===== src/rtl/id_ex_stage_reg_pkg.sv =====
// Shared pipeline definitions: widths, ALU encodings and the control bundle
// carried through the ID/EX, EX/MEM and MEM/WB registers.
package pipe_defs;

   localparam int XLEN     = 32;
   localparam int REG_AW   = 5;
   localparam int ALUOP_W  = 4;
   localparam int LU_CNT_W = 16;

   typedef enum logic [ALUOP_W-1:0] {
      ALU_ADD  = 4'd0,
      ALU_SUB  = 4'd1,
      ALU_SLL  = 4'd2,
      ALU_SLT  = 4'd3,
      ALU_SLTU = 4'd4,
      ALU_XOR  = 4'd5,
      ALU_SRL  = 4'd6,
      ALU_SRA  = 4'd7,
      ALU_OR   = 4'd8,
      ALU_AND  = 4'd9,
      ALU_LUI  = 4'd10
   } alu_op_e;

   // Field order is shared by every downstream pipeline register.
   typedef struct packed {
      logic               reg_write;
      logic               mem_read;
      logic               mem_write;
      logic               mem_to_reg;
      logic               alu_src;
      logic [ALUOP_W-1:0] alu_op;
   } ctrl_t;

   localparam ctrl_t CTRL_BUBBLE = '0;

   typedef struct packed {
      logic [XLEN-1:0]   pc;
      logic [REG_AW-1:0] rs1;
      logic [REG_AW-1:0] rs2;
      logic [REG_AW-1:0] rd;
      logic              use_rs1;
      logic              use_rs2;
      logic [XLEN-1:0]   rs1_data;
      logic [XLEN-1:0]   rs2_data;
      logic [XLEN-1:0]   imm;
   } data_t;

   typedef enum logic [1:0] {
      ACT_CAPTURE,
      ACT_HOLD,
      ACT_FLUSH,
      ACT_STALL
   } stage_act_e;

endpackage


===== src/rtl/id_ex_stage_reg_if.sv =====
// ID/EX boundary bundle: decoded ID fields in, registered EX fields and
// pipeline write-enables out.
interface id_ex_stage_reg_if #(parameter int CNT_W = 16);
   import pipe_defs::*;

   logic                valid_ID;
   logic [XLEN-1:0]     PC_ID;
   logic [REG_AW-1:0]   RS1_ID;
   logic [REG_AW-1:0]   RS2_ID;
   logic [REG_AW-1:0]   RD_ID;
   logic                useRs1_ID;
   logic                useRs2_ID;
   logic [XLEN-1:0]     rs1Data_ID;
   logic [XLEN-1:0]     rs2Data_ID;
   logic [XLEN-1:0]     imm_ID;
   logic                regWrite_ID;
   logic                memRead_ID;
   logic                memWrite_ID;
   logic                memToReg_ID;
   logic                aluSrc_ID;
   logic [ALUOP_W-1:0]  aluOp_ID;
   logic                hold_ext;
   logic                flush_EX;

   logic                valid_EX;
   logic [XLEN-1:0]     PC_EX;
   logic [REG_AW-1:0]   RS1_EX;
   logic [REG_AW-1:0]   RS2_EX;
   logic [REG_AW-1:0]   RD_EX;
   logic                useRs1_EX;
   logic                useRs2_EX;
   logic [XLEN-1:0]     rs1Data_EX;
   logic [XLEN-1:0]     rs2Data_EX;
   logic [XLEN-1:0]     imm_EX;
   logic                regWrite_EX;
   logic                memRead_EX;
   logic                memWrite_EX;
   logic                memToReg_EX;
   logic                aluSrc_EX;
   logic [ALUOP_W-1:0]  aluOp_EX;
   logic                ID_EX_WE;
   logic                PC_WE;
   logic                IF_ID_WE;
   logic [CNT_W-1:0]    luStallCnt;

   modport master (
      output valid_ID, PC_ID, RS1_ID, RS2_ID, RD_ID, useRs1_ID, useRs2_ID,
             rs1Data_ID, rs2Data_ID, imm_ID, regWrite_ID, memRead_ID,
             memWrite_ID, memToReg_ID, aluSrc_ID, aluOp_ID, hold_ext, flush_EX,
      input  valid_EX, PC_EX, RS1_EX, RS2_EX, RD_EX, useRs1_EX, useRs2_EX,
             rs1Data_EX, rs2Data_EX, imm_EX, regWrite_EX, memRead_EX,
             memWrite_EX, memToReg_EX, aluSrc_EX, aluOp_EX,
             ID_EX_WE, PC_WE, IF_ID_WE, luStallCnt
   );

   modport slave (
      input  valid_ID, PC_ID, RS1_ID, RS2_ID, RD_ID, useRs1_ID, useRs2_ID,
             rs1Data_ID, rs2Data_ID, imm_ID, regWrite_ID, memRead_ID,
             memWrite_ID, memToReg_ID, aluSrc_ID, aluOp_ID, hold_ext, flush_EX,
      output valid_EX, PC_EX, RS1_EX, RS2_EX, RD_EX, useRs1_EX, useRs2_EX,
             rs1Data_EX, rs2Data_EX, imm_EX, regWrite_EX, memRead_EX,
             memWrite_EX, memToReg_EX, aluSrc_EX, aluOp_EX,
             ID_EX_WE, PC_WE, IF_ID_WE, luStallCnt
   );

endinterface


===== src/rtl/id_ex_stage_reg_load_use_detect.sv =====
// Load-use hazard: a valid load in EX writes a register that the valid
// instruction in ID actually reads. x0 never creates a hazard.
module load_use_detect
   import pipe_defs::*;
(
   input  logic              valid_ex,
   input  logic              mem_read_ex,
   input  logic [REG_AW-1:0] rd_ex,
   input  logic              valid_id,
   input  logic              use_rs1_id,
   input  logic [REG_AW-1:0] rs1_id,
   input  logic              use_rs2_id,
   input  logic [REG_AW-1:0] rs2_id,
   output logic              lu
);

   logic rs1_hit;
   logic rs2_hit;

   assign rs1_hit = use_rs1_id && (rs1_id == rd_ex);
   assign rs2_hit = use_rs2_id && (rs2_id == rd_ex);
   assign lu      = valid_ex && mem_read_ex && (rd_ex != '0) && valid_id &&
                    (rs1_hit || rs2_hit);

endmodule


===== src/rtl/id_ex_stage_reg.sv =====
// ID/EX pipeline register with load-use stall, branch flush and external
// freeze; counts inserted load-use bubbles with a saturating counter.
module id_ex_stage_reg
   import pipe_defs::*;
#(
   parameter int CNT_W = LU_CNT_W
) (
   input  logic              CLK,
   input  logic              RSTn,
   id_ex_stage_reg_if.slave  bus
);

   logic             valid_q, valid_d;
   ctrl_t            ctrl_q, ctrl_d;
   data_t            data_q, data_d;
   logic [CNT_W-1:0] cnt_q, cnt_d;

   ctrl_t      ctrl_id;
   data_t      data_id;
   logic       lu;
   stage_act_e act;
   logic       pc_we, if_id_we, id_ex_we;

   assign ctrl_id = '{reg_write:  bus.regWrite_ID,
                      mem_read:   bus.memRead_ID,
                      mem_write:  bus.memWrite_ID,
                      mem_to_reg: bus.memToReg_ID,
                      alu_src:    bus.aluSrc_ID,
                      alu_op:     bus.aluOp_ID};

   assign data_id = '{pc:       bus.PC_ID,
                      rs1:      bus.RS1_ID,
                      rs2:      bus.RS2_ID,
                      rd:       bus.RD_ID,
                      use_rs1:  bus.useRs1_ID,
                      use_rs2:  bus.useRs2_ID,
                      rs1_data: bus.rs1Data_ID,
                      rs2_data: bus.rs2Data_ID,
                      imm:      bus.imm_ID};

   load_use_detect u_lu (
      .valid_ex    (valid_q),
      .mem_read_ex (ctrl_q.mem_read),
      .rd_ex       (data_q.rd),
      .valid_id    (bus.valid_ID),
      .use_rs1_id  (bus.useRs1_ID),
      .rs1_id      (bus.RS1_ID),
      .use_rs2_id  (bus.useRs2_ID),
      .rs2_id      (bus.RS2_ID),
      .lu          (lu)
   );

   always_comb begin
      if (bus.hold_ext)      act = ACT_HOLD;
      else if (bus.flush_EX) act = ACT_FLUSH;
      else if (lu)           act = ACT_STALL;
      else                   act = ACT_CAPTURE;
   end

   always_comb begin
      // NOTE: every output gets a default first so no path leaves a latch.
      valid_d  = valid_q;
      ctrl_d   = ctrl_q;
      data_d   = data_q;
      cnt_d    = cnt_q;
      pc_we    = 1'b0;
      if_id_we = 1'b0;
      id_ex_we = 1'b0;
      unique case (act)
         ACT_HOLD: ;
         ACT_FLUSH: begin
            valid_d  = 1'b0;
            ctrl_d   = CTRL_BUBBLE;
            data_d   = '0;
            pc_we    = 1'b1;
            if_id_we = 1'b1;
         end
         ACT_STALL: begin
            valid_d = 1'b0;
            ctrl_d  = CTRL_BUBBLE;
            data_d  = '0;
            if (cnt_q != '1) cnt_d = cnt_q + CNT_W'(1);
         end
         ACT_CAPTURE: begin
            valid_d  = bus.valid_ID;
            ctrl_d   = bus.valid_ID ? ctrl_id : CTRL_BUBBLE;
            data_d   = data_id;
            pc_we    = 1'b1;
            if_id_we = 1'b1;
            id_ex_we = bus.valid_ID;
         end
         default: ;
      endcase
   end

   always_ff @(posedge CLK or negedge RSTn) begin
      if (!RSTn) begin
         valid_q <= 1'b0;
         ctrl_q  <= CTRL_BUBBLE;
         data_q  <= '0;
         cnt_q   <= '0;
      end else begin
         // NOTE: state flops use non-blocking assignments so all registers
         // sample the same pre-edge values.
         valid_q <= valid_d;
         ctrl_q  <= ctrl_d;
         data_q  <= data_d;
         cnt_q   <= cnt_d;
      end
   end

   // Enables are forced low while reset is asserted so upstream stages freeze.
   assign bus.PC_WE       = pc_we    && RSTn;
   assign bus.IF_ID_WE    = if_id_we && RSTn;
   assign bus.ID_EX_WE    = id_ex_we && RSTn;

   assign bus.valid_EX    = valid_q;
   assign bus.PC_EX       = data_q.pc;
   assign bus.RS1_EX      = data_q.rs1;
   assign bus.RS2_EX      = data_q.rs2;
   assign bus.RD_EX       = data_q.rd;
   assign bus.useRs1_EX   = data_q.use_rs1;
   assign bus.useRs2_EX   = data_q.use_rs2;
   assign bus.rs1Data_EX  = data_q.rs1_data;
   assign bus.rs2Data_EX  = data_q.rs2_data;
   assign bus.imm_EX      = data_q.imm;
   assign bus.regWrite_EX = ctrl_q.reg_write;
   assign bus.memRead_EX  = ctrl_q.mem_read;
   assign bus.memWrite_EX = ctrl_q.mem_write;
   assign bus.memToReg_EX = ctrl_q.mem_to_reg;
   assign bus.aluSrc_EX   = ctrl_q.alu_src;
   assign bus.aluOp_EX    = ctrl_q.alu_op;
   assign bus.luStallCnt  = cnt_q;

endmodule

===== src/flat_wrapper.sv =====
// flat-port wrapper written by rule: the top's interface ports become plain ports
module id_ex_stage_reg_flat import pipe_defs::*;
#(
   parameter int CNT_W = LU_CNT_W
)
  (CLK, RSTn, bus_valid_ID, bus_PC_ID, bus_RS1_ID, bus_RS2_ID, bus_RD_ID, bus_useRs1_ID, bus_useRs2_ID, bus_rs1Data_ID, bus_rs2Data_ID, bus_imm_ID, bus_regWrite_ID, bus_memRead_ID, bus_memWrite_ID, bus_memToReg_ID, bus_aluSrc_ID, bus_aluOp_ID, bus_hold_ext, bus_flush_EX, bus_valid_EX, bus_PC_EX, bus_RS1_EX, bus_RS2_EX, bus_RD_EX, bus_useRs1_EX, bus_useRs2_EX, bus_rs1Data_EX, bus_rs2Data_EX, bus_imm_EX, bus_regWrite_EX, bus_memRead_EX, bus_memWrite_EX, bus_memToReg_EX, bus_aluSrc_EX, bus_aluOp_EX, bus_ID_EX_WE, bus_PC_WE, bus_IF_ID_WE, bus_luStallCnt);
  id_ex_stage_reg_if #(.CNT_W(CNT_W)) bus_i ();
  input  logic CLK;
  input  logic RSTn;
  input wire logic [$bits(bus_i.valid_ID)-1:0] bus_valid_ID;
  input wire logic [$bits(bus_i.PC_ID)-1:0] bus_PC_ID;
  input wire logic [$bits(bus_i.RS1_ID)-1:0] bus_RS1_ID;
  input wire logic [$bits(bus_i.RS2_ID)-1:0] bus_RS2_ID;
  input wire logic [$bits(bus_i.RD_ID)-1:0] bus_RD_ID;
  input wire logic [$bits(bus_i.useRs1_ID)-1:0] bus_useRs1_ID;
  input wire logic [$bits(bus_i.useRs2_ID)-1:0] bus_useRs2_ID;
  input wire logic [$bits(bus_i.rs1Data_ID)-1:0] bus_rs1Data_ID;
  input wire logic [$bits(bus_i.rs2Data_ID)-1:0] bus_rs2Data_ID;
  input wire logic [$bits(bus_i.imm_ID)-1:0] bus_imm_ID;
  input wire logic [$bits(bus_i.regWrite_ID)-1:0] bus_regWrite_ID;
  input wire logic [$bits(bus_i.memRead_ID)-1:0] bus_memRead_ID;
  input wire logic [$bits(bus_i.memWrite_ID)-1:0] bus_memWrite_ID;
  input wire logic [$bits(bus_i.memToReg_ID)-1:0] bus_memToReg_ID;
  input wire logic [$bits(bus_i.aluSrc_ID)-1:0] bus_aluSrc_ID;
  input wire logic [$bits(bus_i.aluOp_ID)-1:0] bus_aluOp_ID;
  input wire logic [$bits(bus_i.hold_ext)-1:0] bus_hold_ext;
  input wire logic [$bits(bus_i.flush_EX)-1:0] bus_flush_EX;
  output wire logic [$bits(bus_i.valid_EX)-1:0] bus_valid_EX;
  output wire logic [$bits(bus_i.PC_EX)-1:0] bus_PC_EX;
  output wire logic [$bits(bus_i.RS1_EX)-1:0] bus_RS1_EX;
  output wire logic [$bits(bus_i.RS2_EX)-1:0] bus_RS2_EX;
  output wire logic [$bits(bus_i.RD_EX)-1:0] bus_RD_EX;
  output wire logic [$bits(bus_i.useRs1_EX)-1:0] bus_useRs1_EX;
  output wire logic [$bits(bus_i.useRs2_EX)-1:0] bus_useRs2_EX;
  output wire logic [$bits(bus_i.rs1Data_EX)-1:0] bus_rs1Data_EX;
  output wire logic [$bits(bus_i.rs2Data_EX)-1:0] bus_rs2Data_EX;
  output wire logic [$bits(bus_i.imm_EX)-1:0] bus_imm_EX;
  output wire logic [$bits(bus_i.regWrite_EX)-1:0] bus_regWrite_EX;
  output wire logic [$bits(bus_i.memRead_EX)-1:0] bus_memRead_EX;
  output wire logic [$bits(bus_i.memWrite_EX)-1:0] bus_memWrite_EX;
  output wire logic [$bits(bus_i.memToReg_EX)-1:0] bus_memToReg_EX;
  output wire logic [$bits(bus_i.aluSrc_EX)-1:0] bus_aluSrc_EX;
  output wire logic [$bits(bus_i.aluOp_EX)-1:0] bus_aluOp_EX;
  output wire logic [$bits(bus_i.ID_EX_WE)-1:0] bus_ID_EX_WE;
  output wire logic [$bits(bus_i.PC_WE)-1:0] bus_PC_WE;
  output wire logic [$bits(bus_i.IF_ID_WE)-1:0] bus_IF_ID_WE;
  output wire logic [$bits(bus_i.luStallCnt)-1:0] bus_luStallCnt;
  assign bus_i.valid_ID = bus_valid_ID;
  assign bus_i.PC_ID = bus_PC_ID;
  assign bus_i.RS1_ID = bus_RS1_ID;
  assign bus_i.RS2_ID = bus_RS2_ID;
  assign bus_i.RD_ID = bus_RD_ID;
  assign bus_i.useRs1_ID = bus_useRs1_ID;
  assign bus_i.useRs2_ID = bus_useRs2_ID;
  assign bus_i.rs1Data_ID = bus_rs1Data_ID;
  assign bus_i.rs2Data_ID = bus_rs2Data_ID;
  assign bus_i.imm_ID = bus_imm_ID;
  assign bus_i.regWrite_ID = bus_regWrite_ID;
  assign bus_i.memRead_ID = bus_memRead_ID;
  assign bus_i.memWrite_ID = bus_memWrite_ID;
  assign bus_i.memToReg_ID = bus_memToReg_ID;
  assign bus_i.aluSrc_ID = bus_aluSrc_ID;
  assign bus_i.aluOp_ID = bus_aluOp_ID;
  assign bus_i.hold_ext = bus_hold_ext;
  assign bus_i.flush_EX = bus_flush_EX;
  assign bus_valid_EX = bus_i.valid_EX;
  assign bus_PC_EX = bus_i.PC_EX;
  assign bus_RS1_EX = bus_i.RS1_EX;
  assign bus_RS2_EX = bus_i.RS2_EX;
  assign bus_RD_EX = bus_i.RD_EX;
  assign bus_useRs1_EX = bus_i.useRs1_EX;
  assign bus_useRs2_EX = bus_i.useRs2_EX;
  assign bus_rs1Data_EX = bus_i.rs1Data_EX;
  assign bus_rs2Data_EX = bus_i.rs2Data_EX;
  assign bus_imm_EX = bus_i.imm_EX;
  assign bus_regWrite_EX = bus_i.regWrite_EX;
  assign bus_memRead_EX = bus_i.memRead_EX;
  assign bus_memWrite_EX = bus_i.memWrite_EX;
  assign bus_memToReg_EX = bus_i.memToReg_EX;
  assign bus_aluSrc_EX = bus_i.aluSrc_EX;
  assign bus_aluOp_EX = bus_i.aluOp_EX;
  assign bus_ID_EX_WE = bus_i.ID_EX_WE;
  assign bus_PC_WE = bus_i.PC_WE;
  assign bus_IF_ID_WE = bus_i.IF_ID_WE;
  assign bus_luStallCnt = bus_i.luStallCnt;
  id_ex_stage_reg #(.CNT_W(CNT_W)) u_core (.CLK(CLK), .RSTn(RSTn), .bus(bus_i));
endmodule

===== config.mk =====
export PLATFORM = sky130hd
export DESIGN_NAME = id_ex_stage_reg_flat
export DESIGN_NICKNAME = d
export VERILOG_FILES = /design/src/rtl/id_ex_stage_reg_pkg.sv /design/src/rtl/id_ex_stage_reg_if.sv /design/src/rtl/id_ex_stage_reg_load_use_detect.sv /design/src/rtl/id_ex_stage_reg.sv /design/src/flat_wrapper.sv
export SDC_FILE = /design/constraint.sdc
export NUM_CORES = 1
export LEC_CHECK = 0
export CORE_AREA = 2 2 129 131
export CTS_BUF_LIST = sky130_fd_sc_hd__clkbuf_8 sky130_fd_sc_hd__clkbuf_16
export DETAILED_ROUTE_END_ITERATION = 12
export DIE_AREA = 0 0 131 133
export PLACE_DENSITY = 0.81
export SLEW_MARGIN = 25
export SYNTH_ARGS = -nofsm -noshare
export SYNTH_HDL_FRONTEND = slang
export SYNTH_HIERARCHICAL = 1
export SYNTH_SLANG_ARGS = --single-unit

===== constraint.sdc =====
create_clock -name CLK -period 3.95 [get_ports CLK]
set_clock_uncertainty 0.15 [all_clocks]
set_input_delay 0.79 -clock CLK [delete_from_list [all_inputs] [get_ports CLK]]
set_output_delay 0.79 -clock CLK [all_outputs]
set_load 0.01 [all_outputs]

== After elaboration in Yosys (flattened, before gate mapping) ==
Index checks and enable logic that the tools add are counted.
Operators by class
  add/subtract/negate cells: 1
  multiply operators: 0
  divide/modulo/power cells: 0
  order comparisons: 0
  equality and inequality tests: 5
  shift-type cells: 0
  multiplexer cells: 9
  bitwise gates (word level): 0
  reduce and logical (&&, ||, !) cells: 15
Operator list (number)
  one-hot mux 145 bit (2 select lines): 1
  one-hot mux 9 bit (2 select lines): 1
  adder 16 x 1 -> 16 bit (second input constant): 1
  inequality test 16 bit (second input constant): 1
  equality test 5 bit: 2
  two-way mux 9 bit: 1
  logical AND 1 bit: 8
  two-way mux 2 bit: 3
  nonzero test 5 bit: 1
  equality test 2 bit (second input constant): 2
  OR reduction 2 bit: 2
  zero test 2 bit: 1
  two-way mux 1 bit: 2
  one-hot mux 1 bit (2 select lines): 1
  AND reduction 2 bit: 1
  nonzero test 2 bit: 1
  logical OR 1 bit: 1
Storage, ports and cells
  register bits after elaboration: 171
  latch bits: 0
  memory bits (writable): 0
  bits in read-only memories: 0
  input port bits: 159
  output and inout port bits: 174
  word-level logic and storage cells: 47
  memories kept: 0

== Longest topological paths before layout ==
Gate-level depths: netlist (run 1).
  depth in word-level cells: 11
  depth in mapped cells: 8
  depth with buffers taken out: 8

== Modules after synthesis ==
The synthesis (run 1) kept the hierarchy.
By module, submodules not included
  id_ex_stage_reg: times used 1, cells an instance 424, area an instance 6252.2 um2, seq. area each 4279.1 um2
  load_use_detect: times used 1, cells an instance 17, area an instance 131.4 um2, seq. area each 0.0 um2

== Worst setup path before layout (run 1) ==
Ideal clock, no wire load.
  kind: input -> output
  start point: in bus_RS2_ID[1]
  end point: out bus_ID_EX_WE
  arrival time: 1.940 ns
  required time: 3.010 ns
  path slack: 1.070 ns
  stages on the path: 7
  path buffers: 1
  cells stage by stage: xor2_1 nor4_1 nand3_1 a21oi_1 nor3_1 buf_2 and3_1
Between the ends
  longest elaborated chain between the ends: 10
Ends and longest elaborated chain
  start, declared: line flat_wrapper.sv:13  | input wire logic [$bits(bus_i.RS2_ID)-1:0] bus_RS2_ID;
  equality test 5 bit: line id_ex_stage_reg_load_use_detect.sv:21  | assign rs2_hit = use_rs2_id && (rs2_id == rd_ex);
  logical AND 1 bit: line id_ex_stage_reg_load_use_detect.sv:21
  logical OR 1 bit: line id_ex_stage_reg_load_use_detect.sv:23  | (rs1_hit || rs2_hit);
  logical AND 1 bit: line id_ex_stage_reg_load_use_detect.sv:22  | assign lu = valid_ex && mem_read_ex && (rd_ex != '0) && valid_id &&
  via u_core.lu: line id_ex_stage_reg.sv:20  | logic lu;
  two-way mux 2 bit: line id_ex_stage_reg.sv:56  | else if (lu) act = ACT_STALL;
  two-way mux 2 bit: line id_ex_stage_reg.sv:55  | else if (bus.flush_EX) act = ACT_FLUSH;
  two-way mux 2 bit: line id_ex_stage_reg.sv:54  | if (bus.hold_ext) act = ACT_HOLD;
  zero test 2 bit: line id_ex_stage_reg.sv:69  | unique case (act)
  two-way mux 1 bit: line id_ex_stage_reg.sv:69
  logical AND 1 bit: line id_ex_stage_reg.sv:115  | assign bus.ID_EX_WE = id_ex_we && RSTn;
  end, declared: line flat_wrapper.sv:44  | output wire logic [$bits(bus_i.ID_EX_WE)-1:0] bus_ID_EX_WE;
The timed path passes the listed nets, and every way through them passes these cells.

== Final worst setup path (run 1) ==
  start point: in bus_RS1_ID[3]
  end point: out bus_PC_WE
Between the ends
  longest elaborated chain between the ends: 11
  elaborated cells between the ends (all ways): 12
  classes of those cells: eq/ne: 2; mux: 4; reduce/logical: 6
Ends and longest elaborated chain
  start, declared: line flat_wrapper.sv:12  | input wire logic [$bits(bus_i.RS1_ID)-1:0] bus_RS1_ID;
  equality test 5 bit *: line id_ex_stage_reg_load_use_detect.sv:20  | assign rs1_hit = use_rs1_id && (rs1_id == rd_ex);
  logical AND 1 bit *: line id_ex_stage_reg_load_use_detect.sv:20
  logical OR 1 bit *: line id_ex_stage_reg_load_use_detect.sv:23
  logical AND 1 bit *: line id_ex_stage_reg_load_use_detect.sv:22
  via u_core.lu: line id_ex_stage_reg.sv:20
  two-way mux 2 bit *: line id_ex_stage_reg.sv:56
  two-way mux 2 bit *: line id_ex_stage_reg.sv:55
  two-way mux 2 bit *: line id_ex_stage_reg.sv:54
  equality test 2 bit / zero test 2 bit (equally long branches): line id_ex_stage_reg.sv:69
  OR reduction 2 bit (no line) *
  two-way mux 1 bit *: line id_ex_stage_reg.sv:69
  logical AND 1 bit *: line id_ex_stage_reg.sv:113  | assign bus.PC_WE = pc_we && RSTn;
  end, declared: line flat_wrapper.sv:45  | output wire logic [$bits(bus_i.PC_WE)-1:0] bus_PC_WE;
The timed path passes the listed nets; every way through them passes the cells marked *.

==> results.yml, run 1 <==
outcome:
  status: "completed"
cells_and_area:
  layout-drive-gt1-share_pct: 6.68
  nFillCells: 1196
  final_cells: 998
  final_cell_mix: "clkdlybuf4s50_1 (328), dfrtp_1 (171), a22o_1 (154), clkbuf_16 (17), xor2_1 (15)"
  antenna_cells: 0
  fin_area_um2: 10500
  nNetsFinal: 925
  layout_commonest_cell: "clkdlybuf4s50_1"
  area.growth.synth_to_final_pct: 65.0
clock_network:
  cts-buffers-inserted: 17
  cts_resized: 0
  cts_hold_buf: 0
  clock_sinks: 171
  post_cts_buffers: 0
  clockBufferDepth: 2
  insertion_delay_ns: 0.42
  clk_pin_slew_ns: 0.06
  tritoncts: "done"
  clockRootBuffer: "clkbuf_16"
  cts_max_level: 4
critical_path:
  r2r_cells: 9
  cp.arrival_ns: 2.90
  crit_fanout: 2
  critPathCaptureType: "primary output"
  required_ns: 3.01
  reg2reg_setup_slack_ns: 0.66
  start_kind: "input pin"
  reg2reg_from: "u_core/bus.RD_EX[3]$_DFFE_PN0P_"
  worst-setup-path-type: "input pin to primary output"
  timing.rr.end: "u_core/bus.memWrite_EX$_DFFE_PN0P_"
power_and_ir_drop:
  ir_drop_v: 0.000277
  intPower_mw: 3.35
  p_switching_mw: 1.05
  pwr-share-comb_pct: 16.2
  powerDensity_nw_per_um2: 418
  power_leakage_nw: 4.72
  pwr-share-seq_pct: 44.3
  clock_power_share_pct: 39.5
  switching_share_pct: 23.9
timing:
  setup_tns_ns: 0
  fmax_mhz: 260
  slew_viol_final: 0
  period_share_pct: 97.3
  setup-violations-final: 0
  hold_viol: 0
  max_slew.worst_pin.slew_ns: 0.984
  whs_ns: 0.296
  max_slew_margin_pct: 34.4
  timing.final.ws_setup_ns: 0.106
  fin_crit_ns: 3.84
placement:
  place_area_um2: 9890
  dpl.cell_count: 966
  dp_slack_ns: 0.0548
  numPortBuffers: 332
  hpwl_mm: 13.9
  gp_congestion: 0.834
synthesis:
  ys_ff_latch: 171
  ys_warn_count: 6
  synth_area_per_cell_um2: 14.5
  syn-num-nets: 601
  syn_area_um2: 6380
  synth-seq-area-share_pct: 67.0
  syn_inst: 441
  synth.top_cell.area_share_pct: 67.0
  synthTopCellsByArea: "dfrtp_1 (67%), a22o_1 (21%), xor2_1 (2.1%)"
  ys_types: 34
  yosysTopAreaCell: "dfrtp_1"
die:
  dieHeight_um: 133
  die_w_um: 131
  rows: 47
  coreArea_um2: 16200
  num_io_pins: 333
  start_util_pct: 39.5
  die-area_um2: 17400
route:
  drtPass1Iterations: 4
  wl_met3_mm: 1.53
  met1_length_mm: 7.68
  final_antenna_net_count: 0
  via_per_inst: 5.29
  routed_wirelength_mm: 19.4
  dr_wl_met2_mm: 9.68
  dr_total_vias: 5276
  wl_per_cell_um: 19.5
  top_layer_used: "met4"
  drt_iter0_drc: 247
  drc: 0
global_routing:
  gr-total-overflow: 0
  grt_max_degree: 97
  track_usage_pct: 22.0
  grt_pass1_vias: 5392
  antenna_found_initial: 0
  grt_pass1_wl_mm: 29.3
flow_run:
  drv_cap: 0
worst_hold_path:
  hp-class: "input pin to async pin"
-- sequential cells by signal, indices dropped and copies added, names as in the netlist, 4 cells and up --
register and flops:
u_core/bus.PC_EX 32, u_core/bus.luStallCnt 16, u_core/bus.RS1_EX 5, u_core/bus.imm_EX 32, u_core/bus.aluOp_EX 4, u_core/bus.rs1Data_EX 32, u_core/bus.RS2_EX 5, u_core/bus.rs2Data_EX 32
u_core/bus.RD_EX 5
-- cell families (layout without fill, tap and decap cells) --
kind of cell | after synthesis | count (layout) | share of synthesized area, %
DFF | 171 | 171 | 67.0
AOI/OAI and AO/OA | 162 | 162 | 22.0
and+or+nand+nor | 48 | 48 | 5.02
buffers and inverters | 36 | 373 | 2.59
xor gates and xnor gates | 22 | 22 | 3.02
adders and majority gates | 1 | 1 | 0.196
muxes | 1 | 1 | 0.176
-- layout make-up --
| type | instances | area (µm²) | share of cell area (%) |
|---|---|---|---|
| sequential | 171 | 4280 | 40.6 |
| tap | 220 | 275 | 2.61 |
| timing repair buffer | 341 | 3400 | 32.3 |
| multi-input combinational | 234 | 1960 | 18.6 |
| clock buffer | 19 | 453 | 4.30 |
| clock inverter | 13 | 164 | 1.56 |
-- Yosys cell counts (all sizes together) --
library cell / number
dfrtp: 171
a22o: 154
clkbuf: 19
buf: 17
xor2: 15
nand3: 8
xnor2: 7
and3: 5
nand4: 5
nor3: 5
and4: 4
nand2: 4
nor2: 4
a21oi: 3
and2: 3
nor3b: 3
nor4: 3
a21boi: 1
a21o: 1
a31oi: 1
a41oi: 1
ha: 1
mux2: 1
nor2b: 1
nor4b: 1
o2111ai: 1
or3b: 1
or4: 1
-- routing by layer --
| layer | global-route usage, % | vias to the layer above |
|---|---|---|
| li1 | - | 2343 |
| met4 | 9.87 | 0 |
| met3 | 6.15 | 40 |
| met1 | 26.8 | 2633 |
| met2 | 36.1 | 260 |
| met5 | 0 | - |
-- worst max-delay path, cell delays in order --
cell and delay [ns]:
clkdlybuf4s50_1 0.46, xor2_1 0.19, nor4_2 0.30, nand3_1 0.13, a21oi_2 0.18, nor2b_4 0.16, nor3b_1 0.05, buf_4 0.17
clkdlybuf4s50_1 0.47
-- metrics by stage --
step                util, %  power [mW]
floorplan                 -        2.19
global placement       61.1        2.68
detailed placement     61.1        2.69
CTS                    65.0        4.44
global route           65.1        4.58
finish                 65.1        4.40
-- power by group through the flow --
stage | logic, mW | registers [mW] | clock network (mW)
final | 0.715 | 1.95 | 1.74
after CTS | 0.718 | 1.95 | 1.77
after floorplan | 0.167 | 2.03 | 0
after global placement | 0.703 | 1.98 | 0
after global routing | 0.759 | 1.96 | 1.86
after detailed placement | 0.715 | 1.98 | 0
-- worst max-delay path by stage --
stage,start,to,slack [ns],cells past startpoint
global route,bus_RS1_ID[3],bus_PC_WE,-0.03,9
floorplan,bus_RS2_ID[1],bus_ID_EX_WE,1.07,7
finish,bus_RS1_ID[3],bus_PC_WE,0.11,9
detailed placement,bus_RS1_ID[3],bus_ID_EX_WE,0.05,9
global placement,bus_RS2_ID[1],bus_ID_EX_WE,0.02,9
CTS,bus_RS1_ID[3],bus_ID_EX_WE,0.04,9
No activity file was read; power rests on OpenSTA's default activity.
==> run 2: changes to the inputs <==
--- a/config.mk
+++ b/config.mk
@@ -7,6 +7,7 @@
 export LEC_CHECK = 0
 export CORE_AREA = 2 2 129 131
 export CTS_BUF_LIST = sky130_fd_sc_hd__clkbuf_8 sky130_fd_sc_hd__clkbuf_16
+export CTS_CLUSTER_SIZE = 20
 export DETAILED_ROUTE_END_ITERATION = 12
 export DIE_AREA = 0 0 131 133
 export PLACE_DENSITY = 0.81
==> constraint.sdc (replaced) <==
create_clock -name CLK -period 4.9 [get_ports CLK]
set_clock_uncertainty 0.15 [all_clocks]
set_input_delay 0.98 -clock CLK [delete_from_list [all_inputs] [get_ports CLK]]
set_output_delay 0.98 -clock CLK [all_outputs]
set_load 0.01 [all_outputs]
==> results.yml, run 2 (synthesis gave the netlist of run 1 again) <==
global_routing:
  antenna_found_initial: 0
  grt_use_met1_pct: 26.9
  grt_util_met3_pct: 6.03
  met2_usage_pct: 36.4
  grt_pass1_vias: 5347
  gr-total-overflow: 0
  track_usage_pct: 22.0
  grt_pass1_wl_mm: 29.5
  grt-busiest-layer: "met2"
  grt_max_degree: 96
clock_network:
  tritoncts: "done"
  clock_sinks: 171
  clk_pin_slew_ns: 0.06
  cts_max_level: 4
  cts_hold_buf: 0
  clockBufferDepth: 2
  clockRootBuffer: "clkbuf_16"
  cts-buffers-inserted: 17
  post_cts_buffers: 0
  cts_resized: 0
  insertion_delay_ns: 0.42
critical_path:
  cp_num_buf_inv: 2
  reg2reg_setup_slack_ns: 1.40
  cp.arrival_ns: 3.21
  crit_path_cell_trace: "clkdlybuf4s50_1 -> xor2_1 -> nor4_1 -> nand3_1 -> a21oi_1 -> nor2b_1 -> nor3b_1 -> clkdlybuf4s50_1"
  critPathCaptureType: "primary output"
  crit_fanout: 4
  start_kind: "input pin"
  slowest_delay_ns: 0.54
  worst-setup-path-type: "input pin to primary output"
  crit_top_cell: "clkdlybuf4s50_1"
  slowest_stage: "clkdlybuf4s50_1"
  required_ns: 3.77
  critPathTopFamily: "buffers and inverters"
route:
  routed_wirelength_mm: 19.6
  final_antenna_net_count: 0
  via_per_inst: 5.22
  wl_per_cell_um: 19.8
  drc: 0
  drtPass1Iterations: 4
  drt_iter0_drc: 243
  dr_total_vias: 5185
cells_and_area:
  final_cell_mix: "clkdlybuf4s50_1 (330), dfrtp_1 (171), a22o_1 (154), clkbuf_16 (17), xor2_1 (15)"
  layout-drive-gt1-share_pct: 5.56
  regArea_um2: 4280
  fin_util_pct: 64.4
  multiInputGateArea_um2: 1940
  antenna_cells: 0
  nNetsFinal: 921
  fin_area_um2: 10400
  layout_commonest_cell: "clkdlybuf4s50_1"
  area.growth.synth_to_final_pct: 63.2
  nFillCells: 1183
timing:
  max_slew.worst_pin.slew_ns: 1.00
  setup_tns_ns: 0
  hold_viol: 0
  period_share_pct: 88.6
  max_slew_margin_pct: 33.1
  timing.final.ws_setup_ns: 0.558
  fmax_mhz: 230
  whs_ns: 0.244
  rsz0062_at_grt: "false"
  fin_crit_ns: 4.34
  slew_viol_final: 0
  setup-violations-final: 0
die:
  rows: 47
  die-area_um2: 17400
  dieHeight_um: 133
  start_util_pct: 39.5
  num_io_pins: 333
  coreArea_um2: 16200
  die_w_um: 131
power_and_ir_drop:
  clock_power_share_pct: 37.0
  powerDensity_nw_per_um2: 328
  p_switching_mw: 0.827
  intPower_mw: 2.58
  pwr-share-comb_pct: 16.8
  power_leakage_nw: 4.64
  pwr-share-seq_pct: 46.1
  ir_drop_v: 0.000230
  switching_share_pct: 24.3
placement:
  dp_slack_ns: 0.616
  hpwl_mm: 13.9
  numPortBuffers: 332
  gp_congestion: 0.840
  place_area_um2: 9860
flow_run:
  drv_cap: 0
outcome:
  status: "completed"
worst_hold_path:
  hp-class: "input pin to async pin"
[run 2: path summary, 6_finish.rpt]
check | start | to | cells past startpoint
max | bus_RS1_ID[2] | bus_PC_WE | 8
min | RSTn | u_core/bus.luStallCnt[13]$_DFFE_PN0P_ | 1
max reg2reg | u_core/bus.RD_EX[3]$_DFFE_PN0P_ | u_core/bus.imm_EX[27]$_DFFE_PN0P_ | 7
min reg2reg | u_core/bus.PC_EX[24]$_DFFE_PN0P_ | u_core/bus.PC_EX[24]$_DFFE_PN0P_ | 1
max in group asynchronous | RSTn | u_core/bus.PC_EX[24]$_DFFE_PN0P_ | 2
min in group CLK | u_core/bus.PC_EX[24]$_DFFE_PN0P_ | u_core/bus.PC_EX[24]$_DFFE_PN0P_ | 1
[run 2: per-layer routing]
metal  vias up  routed length [µm]
met5         -                   0
met4         0                 490
met3        32                1470
met2       244                9820
met1      2576                7870
li1       2333                   -
[run 2: area by class of cell]
class                           count  area share [%]
Multi-Input combinational cell    234            18.7
Clock buffer                       19            4.35
Clock inverter                     12           0.961
Tap cell                          220            2.64
Sequential cell                   171            41.1
Timing Repair Buffer              337            32.3
[run 2: power by group through the flow]
stage	clock [mW]	sequential, mW	combinational (mW)
global route	1.35	1.58	0.608
finish	1.26	1.57	0.574
floorplan	0	1.64	0.134
detailed placement	0	1.60	0.575
global placement	0	1.59	0.563
CTS	1.29	1.57	0.578
[run 2: worst reg2reg max path: stages, from the launching register on]
cell,delay [ns]
dfrtp_1,0.45
or4_1,0.54
o2111ai_1,0.19
a21oi_1,0.13
nor3_2,0.26
buf_4,0.63
buf_4,0.77
a22o_1,0.33
[run 2: through the flow]
stage	instances	total power, mW
after floorplan	441	1.77
after global placement	962	2.15
after detailed placement	962	2.17
after CTS	993	3.44
after global routing	993	3.55
final	993	3.41
